--- src/rtl/cfg_chain_loader_pkg.sv ---
// Shared types and derived sizing helpers for the fabric programming chain loader.
package cfg_chain_loader_pkg;

  typedef enum logic {
    CFG_LOAD   = 1'b0,
    CFG_VERIFY = 1'b1
  } cfg_mode_e;

  typedef enum logic [2:0] {
    ST_IDLE     = 3'd0,
    ST_FETCH    = 3'd1,
    ST_SHIFT_LO = 3'd2,
    ST_SHIFT_HI = 3'd3,
    ST_FINISH   = 3'd4
  } cfg_state_e;

  function automatic int shifts_per_word(input int data_w, input int num_chains);
    return data_w / num_chains;
  endfunction

  function automatic int words_per_pass(input int chain_len, input int num_chains, input int data_w);
    return (chain_len * num_chains) / data_w;
  endfunction

  // Counter width able to hold 0..n-1, never narrower than one bit.
  function automatic int cnt_w(input int n);
    return (n <= 1) ? 1 : $clog2(n);
  endfunction

endpackage

--- src/rtl/cfg_chain_loader_prog_clk_gen.sv ---
// Divides clk into a registered prog_clk with HALF_PER-cycle phases; strobes the last cycle of each phase.
// Held low with its phase counter cleared whenever i_en is low, so stalls never produce an edge.
module cfg_chain_loader_prog_clk_gen
  import cfg_chain_loader_pkg::*;
#(
  parameter int HALF_PER = 2
) (
  input  logic i_clk,
  input  logic i_rst,
  input  logic i_en,
  output logic o_prog_clk,
  output logic o_lo_last,
  output logic o_hi_last
);

  localparam int C_W = cnt_w(HALF_PER);

  logic [C_W-1:0] r_cnt;
  logic           r_prog_clk;
  logic           w_phase_end;

  assign w_phase_end = (r_cnt == C_W'(HALF_PER - 1));
  assign o_lo_last   = i_en && !r_prog_clk && w_phase_end;
  assign o_hi_last   = i_en &&  r_prog_clk && w_phase_end;
  assign o_prog_clk  = r_prog_clk;

  always_ff @(posedge i_clk) begin
    if (i_rst || !i_en) begin
      r_cnt      <= '0;
      r_prog_clk <= 1'b0;
    end else if (w_phase_end) begin
      r_cnt      <= '0;
      r_prog_clk <= ~r_prog_clk;
    end else begin
      r_cnt <= r_cnt + 1'b1;
    end
  end

endmodule

--- src/rtl/cfg_chain_loader.sv ---
// Serialises a valid/ready bitstream onto NUM_CHAINS programming chains, one bit per 2*HALF_PER clk.
// VERIFY re-shifts the stream and counts prog_out/prog_in disagreements; s_ready only in FETCH.
module cfg_chain_loader
  import cfg_chain_loader_pkg::*;
#(
  parameter int NUM_CHAINS = 1,
  parameter int CHAIN_LEN  = 125,
  parameter int DATA_W     = 8,
  parameter int HALF_PER   = 2,
  localparam int MCNT_W    = $clog2(CHAIN_LEN * NUM_CHAINS + 1)
) (
  input  logic                  i_clk,
  input  logic                  i_rst,
  input  logic                  i_start,
  input  logic                  i_mode,
  input  logic [DATA_W-1:0]     i_s_data,
  input  logic                  i_s_valid,
  output logic                  o_s_ready,
  output logic [NUM_CHAINS-1:0] o_prog_in,
  output logic                  o_prog_clk,
  output logic                  o_prog_en,
  input  logic [NUM_CHAINS-1:0] i_prog_out,
  output logic                  o_busy,
  output logic                  o_done,
  output logic [MCNT_W-1:0]     o_mismatch_cnt
);

  localparam int SPW = shifts_per_word(DATA_W, NUM_CHAINS);
  localparam int K_W = cnt_w(SPW);
  localparam int T_W = cnt_w(CHAIN_LEN);

  cfg_state_e            r_state;
  cfg_state_e            w_state_nxt;
  cfg_mode_e             r_mode;
  logic [DATA_W-1:0]     r_buf;
  logic [NUM_CHAINS-1:0] r_prog_in;
  logic [K_W-1:0]        r_k;
  logic [T_W-1:0]        r_total;
  logic [MCNT_W-1:0]     r_mcnt;

  logic                  w_clk_en;
  logic                  w_lo_last;
  logic                  w_hi_last;
  logic                  w_last_shift;
  logic                  w_word_end;
  logic [DATA_W-1:0]     w_buf_nxt;
  logic [NUM_CHAINS-1:0] w_miss;
  logic [MCNT_W-1:0]     w_miss_cnt;

  cfg_chain_loader_prog_clk_gen #(
    .HALF_PER (HALF_PER)
  ) u_prog_clk_gen (
    .i_clk      (i_clk),
    .i_rst      (i_rst),
    .i_en       (w_clk_en),
    .o_prog_clk (o_prog_clk),
    .o_lo_last  (w_lo_last),
    .o_hi_last  (w_hi_last)
  );

  assign w_last_shift   = (r_total == T_W'(CHAIN_LEN - 1));
  assign w_word_end     = (r_k == K_W'(SPW - 1));
  assign w_buf_nxt      = r_buf >> NUM_CHAINS;
  assign w_miss         = i_prog_out ^ r_prog_in;
  assign o_prog_in      = r_prog_in;
  assign o_mismatch_cnt = r_mcnt;

  always_comb begin
    w_miss_cnt = '0;
    for (int c = 0; c < NUM_CHAINS; c++) begin
      w_miss_cnt = w_miss_cnt + MCNT_W'(w_miss[c]);
    end
  end

  always_comb begin
    w_state_nxt = r_state;
    o_s_ready   = 1'b0;
    o_prog_en   = 1'b0;
    o_busy      = 1'b0;
    o_done      = 1'b0;
    w_clk_en    = 1'b0;
    case (r_state)
      ST_IDLE: begin
        if (i_start) w_state_nxt = ST_FETCH;
      end
      ST_FETCH: begin
        o_s_ready = 1'b1;
        o_prog_en = 1'b1;
        o_busy    = 1'b1;
        if (i_s_valid) w_state_nxt = ST_SHIFT_LO;
      end
      ST_SHIFT_LO: begin
        o_prog_en = 1'b1;
        o_busy    = 1'b1;
        w_clk_en  = 1'b1;
        if (w_lo_last) w_state_nxt = ST_SHIFT_HI;
      end
      ST_SHIFT_HI: begin
        o_prog_en = 1'b1;
        o_busy    = 1'b1;
        w_clk_en  = 1'b1;
        if (w_hi_last) begin
          if (w_last_shift)    w_state_nxt = ST_FINISH;
          else if (w_word_end) w_state_nxt = ST_FETCH;
          else                 w_state_nxt = ST_SHIFT_LO;
        end
      end
      ST_FINISH: begin
        o_done      = 1'b1;
        w_state_nxt = ST_IDLE;
      end
      default: w_state_nxt = ST_IDLE;
    endcase
  end

  always_ff @(posedge i_clk) begin
    if (i_rst) begin
      r_state   <= ST_IDLE;
      r_mode    <= CFG_LOAD;
      r_buf     <= '0;
      r_prog_in <= '0;
      r_k       <= '0;
      r_total   <= '0;
      r_mcnt    <= '0;
    end else begin
      r_state <= w_state_nxt;
      if (r_state == ST_IDLE && i_start) begin
        r_mode  <= cfg_mode_e'(i_mode);
        r_mcnt  <= '0;
        r_total <= '0;
      end
      // prog_in is updated on entry to SHIFT_LO so it is stable across the whole bit period.
      if (r_state == ST_FETCH && i_s_valid) begin
        r_buf     <= i_s_data;
        r_prog_in <= i_s_data[NUM_CHAINS-1:0];
        r_k       <= '0;
      end
      if (r_state == ST_SHIFT_LO && w_lo_last && r_mode == CFG_VERIFY) begin
        r_mcnt <= r_mcnt + w_miss_cnt;
      end
      if (r_state == ST_SHIFT_HI && w_hi_last) begin
        r_total <= r_total + 1'b1;
        r_k     <= r_k + 1'b1;
        if (!w_word_end) begin
          r_buf     <= w_buf_nxt;
          r_prog_in <= w_buf_nxt[NUM_CHAINS-1:0];
        end
      end
    end
  end

endmodule
--- config.mk ---
export PLATFORM = sky130hd
export DESIGN_NAME = cfg_chain_loader
export DESIGN_NICKNAME = d
export VERILOG_FILES = /design/src/rtl/cfg_chain_loader_pkg.sv /design/src/rtl/cfg_chain_loader_prog_clk_gen.sv /design/src/rtl/cfg_chain_loader.sv
export SDC_FILE = /design/constraint.sdc
export NUM_CORES = 1
export LEC_CHECK = 0
export ABC_AREA = 1
export CAP_MARGIN = 20
export CELL_PAD_IN_SITES_DETAIL_PLACEMENT = 1
export CELL_PAD_IN_SITES_GLOBAL_PLACEMENT = 1
export CORE_MARGIN = 4
export CORE_UTILIZATION = 41
export CTS_CLUSTER_SIZE = 12
export DETAILED_ROUTE_END_ITERATION = 7
export GPL_TIMING_DRIVEN = 1
export HOLD_SLACK_MARGIN = 0.05
export PLACE_DENSITY_LB_ADDON = 0.2
export SYNTH_ARGS = -nofsm -noshare
export SYNTH_HDL_FRONTEND = slang
export SYNTH_SLANG_ARGS = --single-unit
export TNS_END_PERCENT = 50
--- constraint.sdc ---
create_clock -name i_clk -period 2.5 [get_ports i_clk]
set_input_delay 0.5 -clock i_clk [delete_from_list [all_inputs] [get_ports i_clk]]
set_output_delay 0.5 -clock i_clk [all_outputs]
set_load 0.1 [all_outputs]
* Word level (Yosys, flattened, before mapping)
Cells that the tools add are included.
Widths: inputs -> output; s select.
** Storage, ports and cells
- Output and inout port bits :: 13
- Bits of input ports :: 14
- Word-level logic and storage cells :: 67
- Flip-flop bits (word level) :: 32
** Operators by class
- Add/sub/neg operators :: 4
- Bitwise logic cells :: 2
- Reductions and logical operators :: 20
- Multiplexer cells :: 22
- Equality and inequality tests :: 10
** Operators with widths (count)
- $mux 8 :: 3
- $mux 3 :: 7
- $mux 7 :: 3
- $pmux 3 s4 :: 1
- $logic_and 1x1->1 :: 9
- $ne 2x2->1 const B :: 4
- $add 7x1->7 :: 1
- $add 7x1->7 const B :: 1
- $eq 7x7->1 const B :: 1
- $mux 1 :: 7
- $eq 3x2->1 const B :: 2
- $eq 3x3->1 const B :: 2
- $reduce_bool 2->1 :: 3
- $reduce_and 4->1 :: 1
- $reduce_or 2->1 :: 2
- $add 3x1->3 const B :: 1
- $eq 3x1->1 const B :: 1
- $logic_not 3->1 :: 1
- $reduce_or 3->1 :: 1
- $logic_not 1->1 :: 2
- $mux 2 :: 1
- $add 1x1->1 const B :: 1
- $logic_or 1x1->1 :: 1
- $not 1->1 :: 1
- $xor 1x1->1 :: 1

* Logic depth before layout (Yosys ltp)
- Depth after elaboration :: 8
- Gate-level depth with buffers :: 10

* Modules after synthesis
A second synthesis with hierarchy kept.
** Second synthesis, totals
- Cells, all modules :: 268
- Area total of the unflattened synthesis :: 1750.4 um^2
** Modules (own cells, without submodules)
- cfg_chain_loader :: sequential area each 580.6 um^2, cells each 257, instances 1, area each 1662.8 um^2
- cfg_chain_loader_prog_clk_gen :: sequential area each 40.0 um^2, cells each 11, instances 1, area each 87.6 um^2

* Least setup slack after synthesis
No wires, ideal clock.
- Path kind :: register to output
- From :: register r_state[2]
- To :: output port o_done
- Arrival :: 2511 ps
- Stages on the path, launching flop included :: 3
- Buffers on the path :: 0
- Slack :: -511 ps
- Cell sequence :: dfxtp_1 -> inv_1 -> nor3_1
** On the way
- Word-level cells in the longest chain between the ends :: 2
** Ends and longest elaborated chain
- start: declaration :: RTL line cfg_chain_loader.sv:32 : cfg_state_e r_state;
- start signal: assignment :: RTL line cfg_chain_loader.sv:126 : r_state <= w_state_nxt;
- $eq 3x3->1 :: RTL line cfg_chain_loader.sv:82 : case (r_state)
- $mux 1 :: RTL line cfg_chain_loader.sv:82
- end: declaration :: RTL line cfg_chain_loader.sv:24 : output logic o_done,
No other way between the ends.

* Worst setup path in the final report
- From :: register r_state[1]
- To :: output port o_busy
** On the way
- Word-level cells in the longest chain between the ends :: 3
- Elaborated cells between the ends (all ways) :: 5
- Those cells by class :: eq/ne: 3; mux: 1; reduce/logical: 1
** Ends and longest elaborated chain
- $eq 3x1->1 or $eq 3x2->1 (tied branches) :: RTL line cfg_chain_loader.sv:82
- $reduce_or 3->1 (no source line) (*)
- $mux 1 (*) :: RTL line cfg_chain_loader.sv:82
- end: declaration :: RTL line cfg_chain_loader.sv:23 : output logic o_busy,
Mark *: on every way between the ends. The rest lies on a longest branch, timed or not.

==> metrics.yaml <==
dr.pass1.iters: 4
cts-root-buf: "clkbuf_8"
cts.path.max_buffers: 2
setup_tns_ps: 0
final_area_sq_mm: 0.00211
vdd_drop_max_v: 0.000254
cp_data_arrival_time_ps: 1450
die_x_microns: 73.8
dp_hpwl_microns: 3220
drc: 0
seqPwrFrac: 0.393
synthCells: 263
synthTopCellsByArea: "dfxtp_1, nand2_1, nand3_1"
ys_seq_area_frac: 0.350
synth_warnings: 0
r2r_cells: 9
grt_pass1_vias: 1726
grt_antenna_before_repair: 0
netlist_area_sq_mm: 0.00177
max_stage_delay_ps: 530
grt-ovfl-total: 0
p_int_uw: 843
cp-end-kind: "output pin"
crit_required_ps: 2000
first_iter_violations: 49
timing.final.crit_share: 0.779
drt-total-wl_microns: 4330
start_util: 0.434
final_antenna_net_count: 0
rows: 23
multiInputGateArea_sq_um: 913
synth-seq-cells: 31
power_switching_uw: 599
cap_violations: 0
synth_cell_type_count: 29
slew_viol_final: 0
mostFrequentLayoutCells: "nand2_1, inv_1, nand3_1, dfxtp_1, buf_4"
routedWlPerCell_microns: 12.6
rr_startpoint: "r_state[1]"
rsz0062_at_grt: "no"
power_density_mw_per_mm2: 685
maxUsedRoutingLayer: "met4"
cts_hold_buffers: 0
r2r_slack_ps: 910
gp_congestion: 0.777
path_max_fanout: 8
synth_top_cell_by_area: "dfxtp_1"
period_minus_slack_ps: 1950
fmax_ghz: 0.513
clk_pin_slew_ps: 70
grt_usage: 0.177
max_slew_margin: 0.682
p_sw_frac: 0.416
status: "finished, final reports clean"
r2r_end: "r_buf[1]"
synth.top_cell.area_share: 0.350
cp-start-kind: "register"
syn_area_per_cell_sq_um: 6.74
ff_latch_area_sq_um: 621
vias: 1673
die_h_microns: 73.8
met3_length_microns: 133
cp_slowest_cell: "dfxtp_1"
syn_nets: 283
fin_nets: 311
endpoint: "o_busy"
pwr-share-comb: 0.336
cts_resized: 0
grt_max_degree: 17
cts_setup_buffers: 0
cts_tree: "built"
path_cells: "nand2_1 > nand2_1 > buf_4"
fin_skew_ps: 7.44
cp_common_cell: "nand2_1"
grt_pass1_wl_microns: 7610
setup.worst_path.class: "reg -> out"
cp-startpoint: "r_state[1]"
p_leak_uw: 0.000953
setup_violations: 0
vias_per_cell: 4.89
met1Wirelength_microns: 2080
io_buffer_count: 26
pin_count: 27
worstHoldPathType: "reg -> reg"
hold_violations: 0
cp_num_cells: 3
placed_cell_area_sq_mm: 0.00202
cts_sinks: 31
fillers: 551
drive_gt1_frac: 0.171
tightest_slew_ps: 474
met2_length_microns: 2070
n_antenna_cell: 0
dieArea_sq_mm: 0.00544
h-tree-depth: 2
crit_family: "flip-flops"
cts_buffers: 5
final_common_cell: "nand2_1"
p_clk_frac: 0.270
syn_to_final_growth_pct: 18.8
fp.coreArea_sq_mm: 0.00409
clock_latency_ps: 280
worstPathBufferInverterCount: 1
[cells in the mapped netlist (all sizes together)]
cell    instances
a21oi          19
dfxtp          31
a21boi          1
nand3          32
o21ai          11
nor2           19
nor3            5
inv            44
clkbuf          1
buf             8
ha              6
nand4           3
nand2          80
nand3b          1
xor2            1
nor4            1
[power groups by stage]
stage	registers (uW)	clock network (uW)	logic, uW
after floorplan	577	0	393
after global placement	578	0	479
after global routing	575	418	527
after detailed placement	579	0	486
final	567	390	484
after CTS	568	401	488
[area by class of cell]
type                            instances  share of cell area
Timing Repair Buffer                   30               0.122
Sequential cell                        31               0.295
Multi-Input combinational cell        179               0.434
Clock inverter                          3             0.00713
Tap cell                               50              0.0297
Clock buffer                            5              0.0327
Inverter                               44              0.0796
[flip-flops by register name (all words and copies together) (netlist names), 3 cells and up]
name,count
r_k,3
r_state,3
o_mismatch_cnt,7
r_total,7
r_buf,7
[tightest hold or removal path: cells and delay by family, from the launching register on]
kind	cells	cell delay, ps
flip-flops	1	300
buffers and inverters	1	60
AO/OA/AOI/OAI	1	60
[metrics by stage]
| stage | hold slack (ps) | cells | worst slack, ps | total power (uW) | utilization |
|---|---|---|---|---|---|
| after detailed placement | 458 | 334 | 404 | 1060 | 0.495 |
| after global routing | 505 | 342 | 442 | 1520 | 0.515 |
| after CTS | 468 | 342 | 530 | 1460 | 0.515 |
| after global placement | 445 | 334 | 426 | 1060 | 0.495 |
| final | 468 | 342 | 551 | 1440 | 0.515 |
| after floorplan | 430 | 263 | 341 | 970 | - |
[kinds of logic (layout without fill, tap and decap cells)]
| group | after synthesis | after routing | synth area share |
|---|---|---|---|
| XOR/XNOR | 1 | 1 | 0.00494 |
| buffers and inverters | 53 | 82 | 0.138 |
| flip-flops | 31 | 31 | 0.350 |
| adder cells (fa/ha/maj) | 6 | 6 | 0.0423 |
| AO/OA/AOI/OAI | 31 | 31 | 0.106 |
| AND/OR/NAND/NOR | 141 | 141 | 0.359 |
[per-layer routing]
metal  vias up  GRT usage
met5         -          0
met4         0     0.0604
met3         5     0.0287
met2        18      0.301
met1       769      0.226
li1        881          -
[how the worst min path moves through the flow]
stage,from,slack [ps],end,cells past startpoint
finish,r_mode,470,r_mode,2
global route,r_mode,510,r_mode,2
CTS,r_mode,470,r_mode,2
detailed placement,r_mode,460,r_mode,2
global placement,r_mode,450,r_mode,2
floorplan,r_mode,430,r_mode,2
Note: power is estimated with default switching activity, not from simulation.
